`config.mk`:
```
export PLATFORM = sky130hd
export DESIGN_NAME = trail_collision_check_flat
export DESIGN_NICKNAME = d
export VERILOG_FILES = /design/src/rtl/trail_collision_check_if.sv /design/src/rtl/trail_collision_check.sv /design/src/flat_wrapper.sv
export SDC_FILE = /design/constraint.sdc
export NUM_CORES = 1
export LEC_CHECK = 0
export CORE_MARGIN = 4
export CORE_UTILIZATION = 51
export DETAILED_ROUTE_END_ITERATION = 7
export PLACE_DENSITY_LB_ADDON = 0.25
export SYNTH_ARGS = -nofsm -noshare
export SYNTH_HDL_FRONTEND = slang
export SYNTH_SLANG_ARGS = --single-unit
```
`constraint.sdc`:
```
create_clock -name clock -period 4.5 [get_ports clock]
set_input_delay 0.675 -clock clock [delete_from_list [all_inputs] [get_ports clock]]
set_output_delay 0.675 -clock clock [all_outputs]
set_load 0.05 [all_outputs]
```
`src/rtl/trail_collision_check_if.sv`:
```
// Signal bundle between the game controller / trail grid read ports and the
// collision checker. The master side is whoever drives requests and returns
// grid read data (controller plus memories); the slave side is the checker.
interface trail_collision_check_if;
  logic        check;
  logic [9:0]  new_x1;
  logic [9:0]  new_y1;
  logic [9:0]  new_x2;
  logic [9:0]  new_y2;
  logic        rd_en;
  logic [16:0] rd_addr;
  logic        rd_data1;
  logic        rd_data2;
  logic        busy;
  logic        done;
  logic        crash1;
  logic        crash2;

  modport master (
    output check, new_x1, new_y1, new_x2, new_y2, rd_data1, rd_data2,
    input  rd_en, rd_addr, busy, done, crash1, crash2
  );

  modport slave (
    input  check, new_x1, new_y1, new_x2, new_y2, rd_data1, rd_data2,
    output rd_en, rd_addr, busy, done, crash1, crash2
  );
endinterface

```
`src/rtl/trail_collision_check.sv`:
```
// Light-cycle collision checker: reads both trail grids at the two next head
// cells, flags out-of-bounds and head-on meetings, and reports per-player
// crash results with a single done pulse.
module trail_collision_check #(
  parameter int H_ACTIVE   = 640,
  parameter int V_ACTIVE   = 480,
  parameter int CELL_SHIFT = 2,
  parameter int ROW_STRIDE = 399,
  parameter int RD_LAT     = 1
) (
  input logic                    clock,
  input logic                    reset,
  trail_collision_check_if.slave bus
);

  typedef enum logic [2:0] {IDLE, RD1, RD2, WAIT, DONE} state_t;

  localparam logic [9:0]  X_LIM     = 10'(H_ACTIVE);
  localparam logic [9:0]  Y_LIM     = 10'(V_ACTIVE);
  localparam logic [16:0] STRIDE    = 17'(ROW_STRIDE);
  localparam logic [1:0]  WAIT_INIT = 2'(RD_LAT - 1);

  // Flattened cell address; terms widened to 17 bits, product truncated.
  function automatic logic [16:0] cell_addr(input logic [9:0] cx, input logic [9:0] cy);
    return ({7'd0, cy} * STRIDE) + {7'd0, cx};
  endfunction

  state_t      state;
  logic        rd_en_reg;
  logic [16:0] rd_addr_reg;
  logic        rd_player_reg;   // 0 while slot 1 is on the bus, 1 for slot 2
  logic        busy_reg;
  logic        done_reg;
  logic        crash1_reg;
  logic        crash2_reg;
  logic        oob1_reg;
  logic        oob2_reg;
  logic        head_on_reg;
  logic [16:0] addr2_reg;
  logic        hit1_reg;
  logic        hit2_reg;
  logic [1:0]  wait_cnt;

  // Slot tags travel alongside the memory read so returning data can be
  // attributed to the right player; a suppressed read carries valid=0.
  logic tag_valid [RD_LAT];
  logic tag_p2    [RD_LAT];

  logic [9:0]  cx1, cy1, cx2, cy2;
  logic        oob1_in, oob2_in, head_on_in;
  logic [16:0] a1_in, a2_in;
  logic        rd_hit, hit1_next, hit2_next;

  assign cx1 = bus.new_x1 >> CELL_SHIFT;
  assign cy1 = bus.new_y1 >> CELL_SHIFT;
  assign cx2 = bus.new_x2 >> CELL_SHIFT;
  assign cy2 = bus.new_y2 >> CELL_SHIFT;

  assign oob1_in    = (bus.new_x1 >= X_LIM) || (bus.new_y1 >= Y_LIM);
  assign oob2_in    = (bus.new_x2 >= X_LIM) || (bus.new_y2 >= Y_LIM);
  // Head-on is decided on cell coordinates, not on the flattened address,
  // so aliasing from address truncation cannot fake a meeting.
  assign head_on_in = (cx1 == cx2) && (cy1 == cy2);
  assign a1_in      = cell_addr(cx1, cy1);
  assign a2_in      = cell_addr(cx2, cy2);

  // Either grid holding a trail bit means the cell is taken, own trail included.
  assign rd_hit    = bus.rd_data1 | bus.rd_data2;
  assign hit1_next = (tag_valid[RD_LAT-1] && !tag_p2[RD_LAT-1]) ? rd_hit : hit1_reg;
  assign hit2_next = (tag_valid[RD_LAT-1] &&  tag_p2[RD_LAT-1]) ? rd_hit : hit2_reg;

  // Slot-tag shift register matched to the memory read latency.
  generate
    for (genvar gi = 0; gi < RD_LAT; gi++) begin : g_tag
      if (gi == 0) begin : g_head
        // First stage samples the read currently presented to the memories.
        always_ff @(posedge clock or negedge reset) begin
          if (!reset) begin
            tag_valid[0] <= 1'b0;
            tag_p2[0]    <= 1'b0;
          end else begin
            tag_valid[0] <= rd_en_reg;
            tag_p2[0]    <= rd_player_reg;
          end
        end
      end else begin : g_body
        // Later stages just delay the tag.
        always_ff @(posedge clock or negedge reset) begin
          if (!reset) begin
            tag_valid[gi] <= 1'b0;
            tag_p2[gi]    <= 1'b0;
          end else begin
            tag_valid[gi] <= tag_valid[gi-1];
            tag_p2[gi]    <= tag_p2[gi-1];
          end
        end
      end
    end
  endgenerate

  // Control FSM with registered outputs and hit capture.
  always_ff @(posedge clock or negedge reset) begin
    if (!reset) begin
      state         <= IDLE;
      rd_en_reg     <= 1'b0;
      rd_addr_reg   <= '0;
      rd_player_reg <= 1'b0;
      busy_reg      <= 1'b0;
      done_reg      <= 1'b0;
      crash1_reg    <= 1'b0;
      crash2_reg    <= 1'b0;
      oob1_reg      <= 1'b0;
      oob2_reg      <= 1'b0;
      head_on_reg   <= 1'b0;
      addr2_reg     <= '0;
      hit1_reg      <= 1'b0;
      hit2_reg      <= 1'b0;
      wait_cnt      <= '0;
    end else begin
      rd_en_reg <= 1'b0;
      done_reg  <= 1'b0;
      if (state == IDLE) begin
        hit1_reg <= 1'b0;
        hit2_reg <= 1'b0;
      end else begin
        hit1_reg <= hit1_next;
        hit2_reg <= hit2_next;
      end
      case (state)
        IDLE: begin
          if (bus.check) begin
            oob1_reg      <= oob1_in;
            oob2_reg      <= oob2_in;
            head_on_reg   <= head_on_in;
            addr2_reg     <= a2_in;
            crash1_reg    <= 1'b0;
            crash2_reg    <= 1'b0;
            rd_addr_reg   <= a1_in;
            rd_en_reg     <= !oob1_in;
            rd_player_reg <= 1'b0;
            busy_reg      <= 1'b1;
            state         <= RD1;
          end
        end
        RD1: begin
          rd_addr_reg   <= addr2_reg;
          rd_en_reg     <= !oob2_reg;
          rd_player_reg <= 1'b1;
          state         <= RD2;
        end
        RD2: begin
          wait_cnt <= WAIT_INIT;
          state    <= WAIT;
        end
        WAIT: begin
          // The last WAIT cycle is the one where slot 2 returns, so the
          // crash verdict uses the just-captured hit values.
          if (wait_cnt == 2'd0) begin
            done_reg   <= 1'b1;
            crash1_reg <= oob1_reg | hit1_next | head_on_reg;
            crash2_reg <= oob2_reg | hit2_next | head_on_reg;
            state      <= DONE;
          end else begin
            wait_cnt <= wait_cnt - 2'd1;
          end
        end
        DONE: begin
          busy_reg <= 1'b0;
          state    <= IDLE;
        end
        default: state <= IDLE;
      endcase
    end
  end

  assign bus.rd_en   = rd_en_reg;
  assign bus.rd_addr = rd_addr_reg;
  assign bus.busy    = busy_reg;
  assign bus.done    = done_reg;
  assign bus.crash1  = crash1_reg;
  assign bus.crash2  = crash2_reg;

endmodule
```
`src/flat_wrapper.sv`:
```
// flat-port wrapper written by rule: the top's interface ports become plain ports
module trail_collision_check_flat 
#(
  parameter int H_ACTIVE   = 640,
  parameter int V_ACTIVE   = 480,
  parameter int CELL_SHIFT = 2,
  parameter int ROW_STRIDE = 399,
  parameter int RD_LAT     = 1
)
  (clock, reset, bus_check, bus_new_x1, bus_new_y1, bus_new_x2, bus_new_y2, bus_rd_data1, bus_rd_data2, bus_rd_en, bus_rd_addr, bus_busy, bus_done, bus_crash1, bus_crash2);
  trail_collision_check_if bus_i ();
  input logic clock;
  input logic reset;
  input wire logic [$bits(bus_i.check)-1:0] bus_check;
  input wire logic [$bits(bus_i.new_x1)-1:0] bus_new_x1;
  input wire logic [$bits(bus_i.new_y1)-1:0] bus_new_y1;
  input wire logic [$bits(bus_i.new_x2)-1:0] bus_new_x2;
  input wire logic [$bits(bus_i.new_y2)-1:0] bus_new_y2;
  input wire logic [$bits(bus_i.rd_data1)-1:0] bus_rd_data1;
  input wire logic [$bits(bus_i.rd_data2)-1:0] bus_rd_data2;
  output wire logic [$bits(bus_i.rd_en)-1:0] bus_rd_en;
  output wire logic [$bits(bus_i.rd_addr)-1:0] bus_rd_addr;
  output wire logic [$bits(bus_i.busy)-1:0] bus_busy;
  output wire logic [$bits(bus_i.done)-1:0] bus_done;
  output wire logic [$bits(bus_i.crash1)-1:0] bus_crash1;
  output wire logic [$bits(bus_i.crash2)-1:0] bus_crash2;
  assign bus_i.check = bus_check;
  assign bus_i.new_x1 = bus_new_x1;
  assign bus_i.new_y1 = bus_new_y1;
  assign bus_i.new_x2 = bus_new_x2;
  assign bus_i.new_y2 = bus_new_y2;
  assign bus_i.rd_data1 = bus_rd_data1;
  assign bus_i.rd_data2 = bus_rd_data2;
  assign bus_rd_en = bus_i.rd_en;
  assign bus_rd_addr = bus_i.rd_addr;
  assign bus_busy = bus_i.busy;
  assign bus_done = bus_i.done;
  assign bus_crash1 = bus_i.crash1;
  assign bus_crash2 = bus_i.crash2;
  trail_collision_check #(.H_ACTIVE(H_ACTIVE), .V_ACTIVE(V_ACTIVE), .CELL_SHIFT(CELL_SHIFT), .ROW_STRIDE(ROW_STRIDE), .RD_LAT(RD_LAT)) u_core (.clock(clock), .reset(reset), .bus(bus_i));
endmodule
```
==> out/qor.yml <==
job:
  drv_cap: 0
timing:
  fmax_mhz: 227
  hold_viol_final: 0
  rsz0062_at_grt: "yes"
  finalCriticalPeriod_ns: 4.40
  setup_viol: 0
  period_share_pct: 97.9
  hold_ws_ns: 0.382
  fin_skew_ns: 0.00308
  layout_setup_ws_ns: 0.0966
  tightest_slew_ns: 0.917
  maxSlewViolCount: 0
  maxSlewHeadroom_pct: 38.7
power_and_ir_drop:
  max-vdd-ir-drop_uv: 587
  p_int_mw: 2.24
  clock_power_share_pct: 9.4
  finalPower_mw: 4.29
  p_per_area_nw_per_um2: 570
  power_leakage_nw: 4.00
  p_switching_mw: 2.04
  sw_frac_of_total_pct: 47.7
  pwr-share-seq_pct: 19.4
  pwr-share-comb_pct: 71.2
clocking:
  clk_pin_slew_worst_paths_ns: 0.07
  cts_buffer_depth: 2
  cts_htree_levels: 2
  cts_root_buf: "clkbuf_16"
  cts_buffers: 5
  clock_latency_ns: 0.30
  cts.sinks: 52
  cts_tree: "built"
  cts_hold_buffers: 0
detailed_routing:
  antenna_left: 0
  wl_per_cell_um: 15.8
  finalWirelength_mm: 14.6
  drtPass1Iterations: 4
  drtIter0Drc: 238
  drcViolationCount: 0
  viasPerCell: 5.30
  vias: 4906
placement:
  gp_congestion: 0.970
  place_ws_ns: -0.602
  io_buffers: 62
  dp.final_hpwl_mm: 12.1
final_layout:
  syn2layout_area_growth_pct: 29.3
  layout_common_cells: "inv_1, ha_1, buf_4"
  fin_nets: 977
  layout_commonest_cell: "inv_1"
  drive_gt1_share_pct: 16.8
  n_antenna_cell: 0
min_path:
  hp-class: "reg -> reg"
logic_synthesis:
  synth_edf_count: 0
  syn_area_um2: 5820
  seq_area_frac_synth_pct: 22.4
  ys.flop_type: "dfrtp_1"
  ys.warnings.count: 0
  syn-num-nets: 832
  async_flop_share_pct: 100
  ys_ff_latch: 52
  synth_area_per_cell_um2: 9.11
  synth_cell_types: 51
  postSynthCellCount: 639
critical_path:
  critPathKind: "in -> reg"
  start_kind: "input pin"
  required_ns: 4.69
  path_cells: "clkdlybuf4s50_1 > inv_1 > fa_1 > inv_1 > ha_1 > ha_1 > inv_1 > fa_1 > inv_1 > ha_1 > inv_1 > fa_2 > nor2b_1 > o21ai_1 > a21o_1 > a21oi_2 > o31a_1 > a211o_1"
  path_delay_family: "adder cells"
  max_stage_delay_ns: 0.54
  critPathBufInv: 6
  endpoint_kind: "flop"
  arrival_ns: 4.59
  slowest_stage: "fa_1"
  cp_max_fo: 3
  path_common_cell: "inv_1"
die:
  fp-row-count: 38
  fp.dieArea_um2: 13200
  core-area_um2: 11000
  ios: 67
  initial_core_util_pct: 53.0
  die_x_um: 115
  die_h_um: 115
run_status:
  status: "completed"
global_routing:
  grt_max_degree: 53
  use_met3_pct: 2.84
  grt_pass1_vias: 5263
  top_usage_layer: "met2"
  use_met2_pct: 39.9
  grt_pass1_wl_mm: 24.9
  grt_overflow_total: 0
  grt_use_met1_pct: 32.0
  grt_usage_pct: 23.6
  antenna_found_initial: 0
[stage by stage]
step	cells	area, µm²	setup TNS (ns)	util (%)
3_5_place_dp	915	7210	-6.74	65.6
4_1_cts	924	7430	0	67.7
5_1_grt	925	7520	-0.103	68.5
6_report	925	7520	0	68.5
3_3_place_gp	915	7210	-5.33	65.6
2_1_floorplan	639	5820	0	-
[layer usage]
metal  share of wire, %  wire length [µm]
met1                 44              6490
met2                 49              7150
met3                4.8               700
met4                2.1               309
met5                  0                 0
[power groups by stage]
stage               Clock [mW]  Sequential (mW)  Combinational (mW)
floorplan                    0             1.08                1.57
global route             0.423            0.852                3.38
finish                   0.402            0.833                3.05
detailed placement           0            0.838                2.87
global placement             0            0.832                2.79
CTS                      0.407            0.831                3.00
[layout make-up]
cell class,instances,area [µm²]
clock buffers,5,125
clock inverters,3,21.3
fillers,861,3460
inverters,133,499
multi-input cells,442,4120
flip-flops and latches,52,1300
well taps,140,175
repair buffers,150,1290
[worst paths after layout]
kind                                 startpoint                      to  slack [ns]  depth (start not counted)
min in group asynchronous                 reset        u_core.tag_valid        0.49                          2
max                               bus_new_y2[2]    u_core.addr2_reg[15]         0.1                         18
max in group asynchronous                 reset     u_core.addr2_reg[1]        3.57                          2
max reg2reg                     u_core.state[2]  u_core.bus.rd_addr[15]        1.81                          7
min reg2reg                u_core.rd_player_reg           u_core.tag_p2        0.38                          0
min                        u_core.rd_player_reg           u_core.tag_p2        0.38                          0
[repair_timing]
| item | 4_1_cts | 5_1_grt |
|---|---|---|
| endpoints found under the setup margin | 12 | 16 |
| gates resized for setup | 26 | 21 |
| setup buffers | 1 | 1 |
| pin swaps | 15 | 15 |
| hold endpoints to repair | 0 | 0 |
| gates cloned | 0 | 0 |
[cells in the mapped netlist (5+ instances only)]
library cell	count	area share, %
o21ai_1	5	0.43
dfrtp_1	52	22
ha_1	102	22
fa_1	46	16
a22oi_1	14	1.8
xor2_1	26	3.9
nor3_1	10	0.86
nand2b_1	5	0.54
nor2b_1	6	0.65
xnor2_1	7	1.1
nand2_1	58	3.7
nor4_1	7	0.75
a21oi_1	30	2.6
o21ai_0	23	2.0
a21o_1	16	2.1
buf_2	6	0.52
nor2_1	22	1.4
o31ai_1	7	0.90
inv_1	133	8.6
clkbuf_1	6	0.39
[cell families (layout without fill, tap and decap cells)]
family	count (synthesis)	in the layout	synth area share [%]
and+or+nand+nor	133	133	10.9
muxes	1	1	0.172
adders and majority gates	148	148	37.8
DFF	52	52	22.4
xor gates and xnor gates	33	33	4.97
AOI/OAI and AO/OA	127	127	14.4
buffers and inverters	145	291	9.48
No activity file was read; power rests on OpenSTA's default activity.
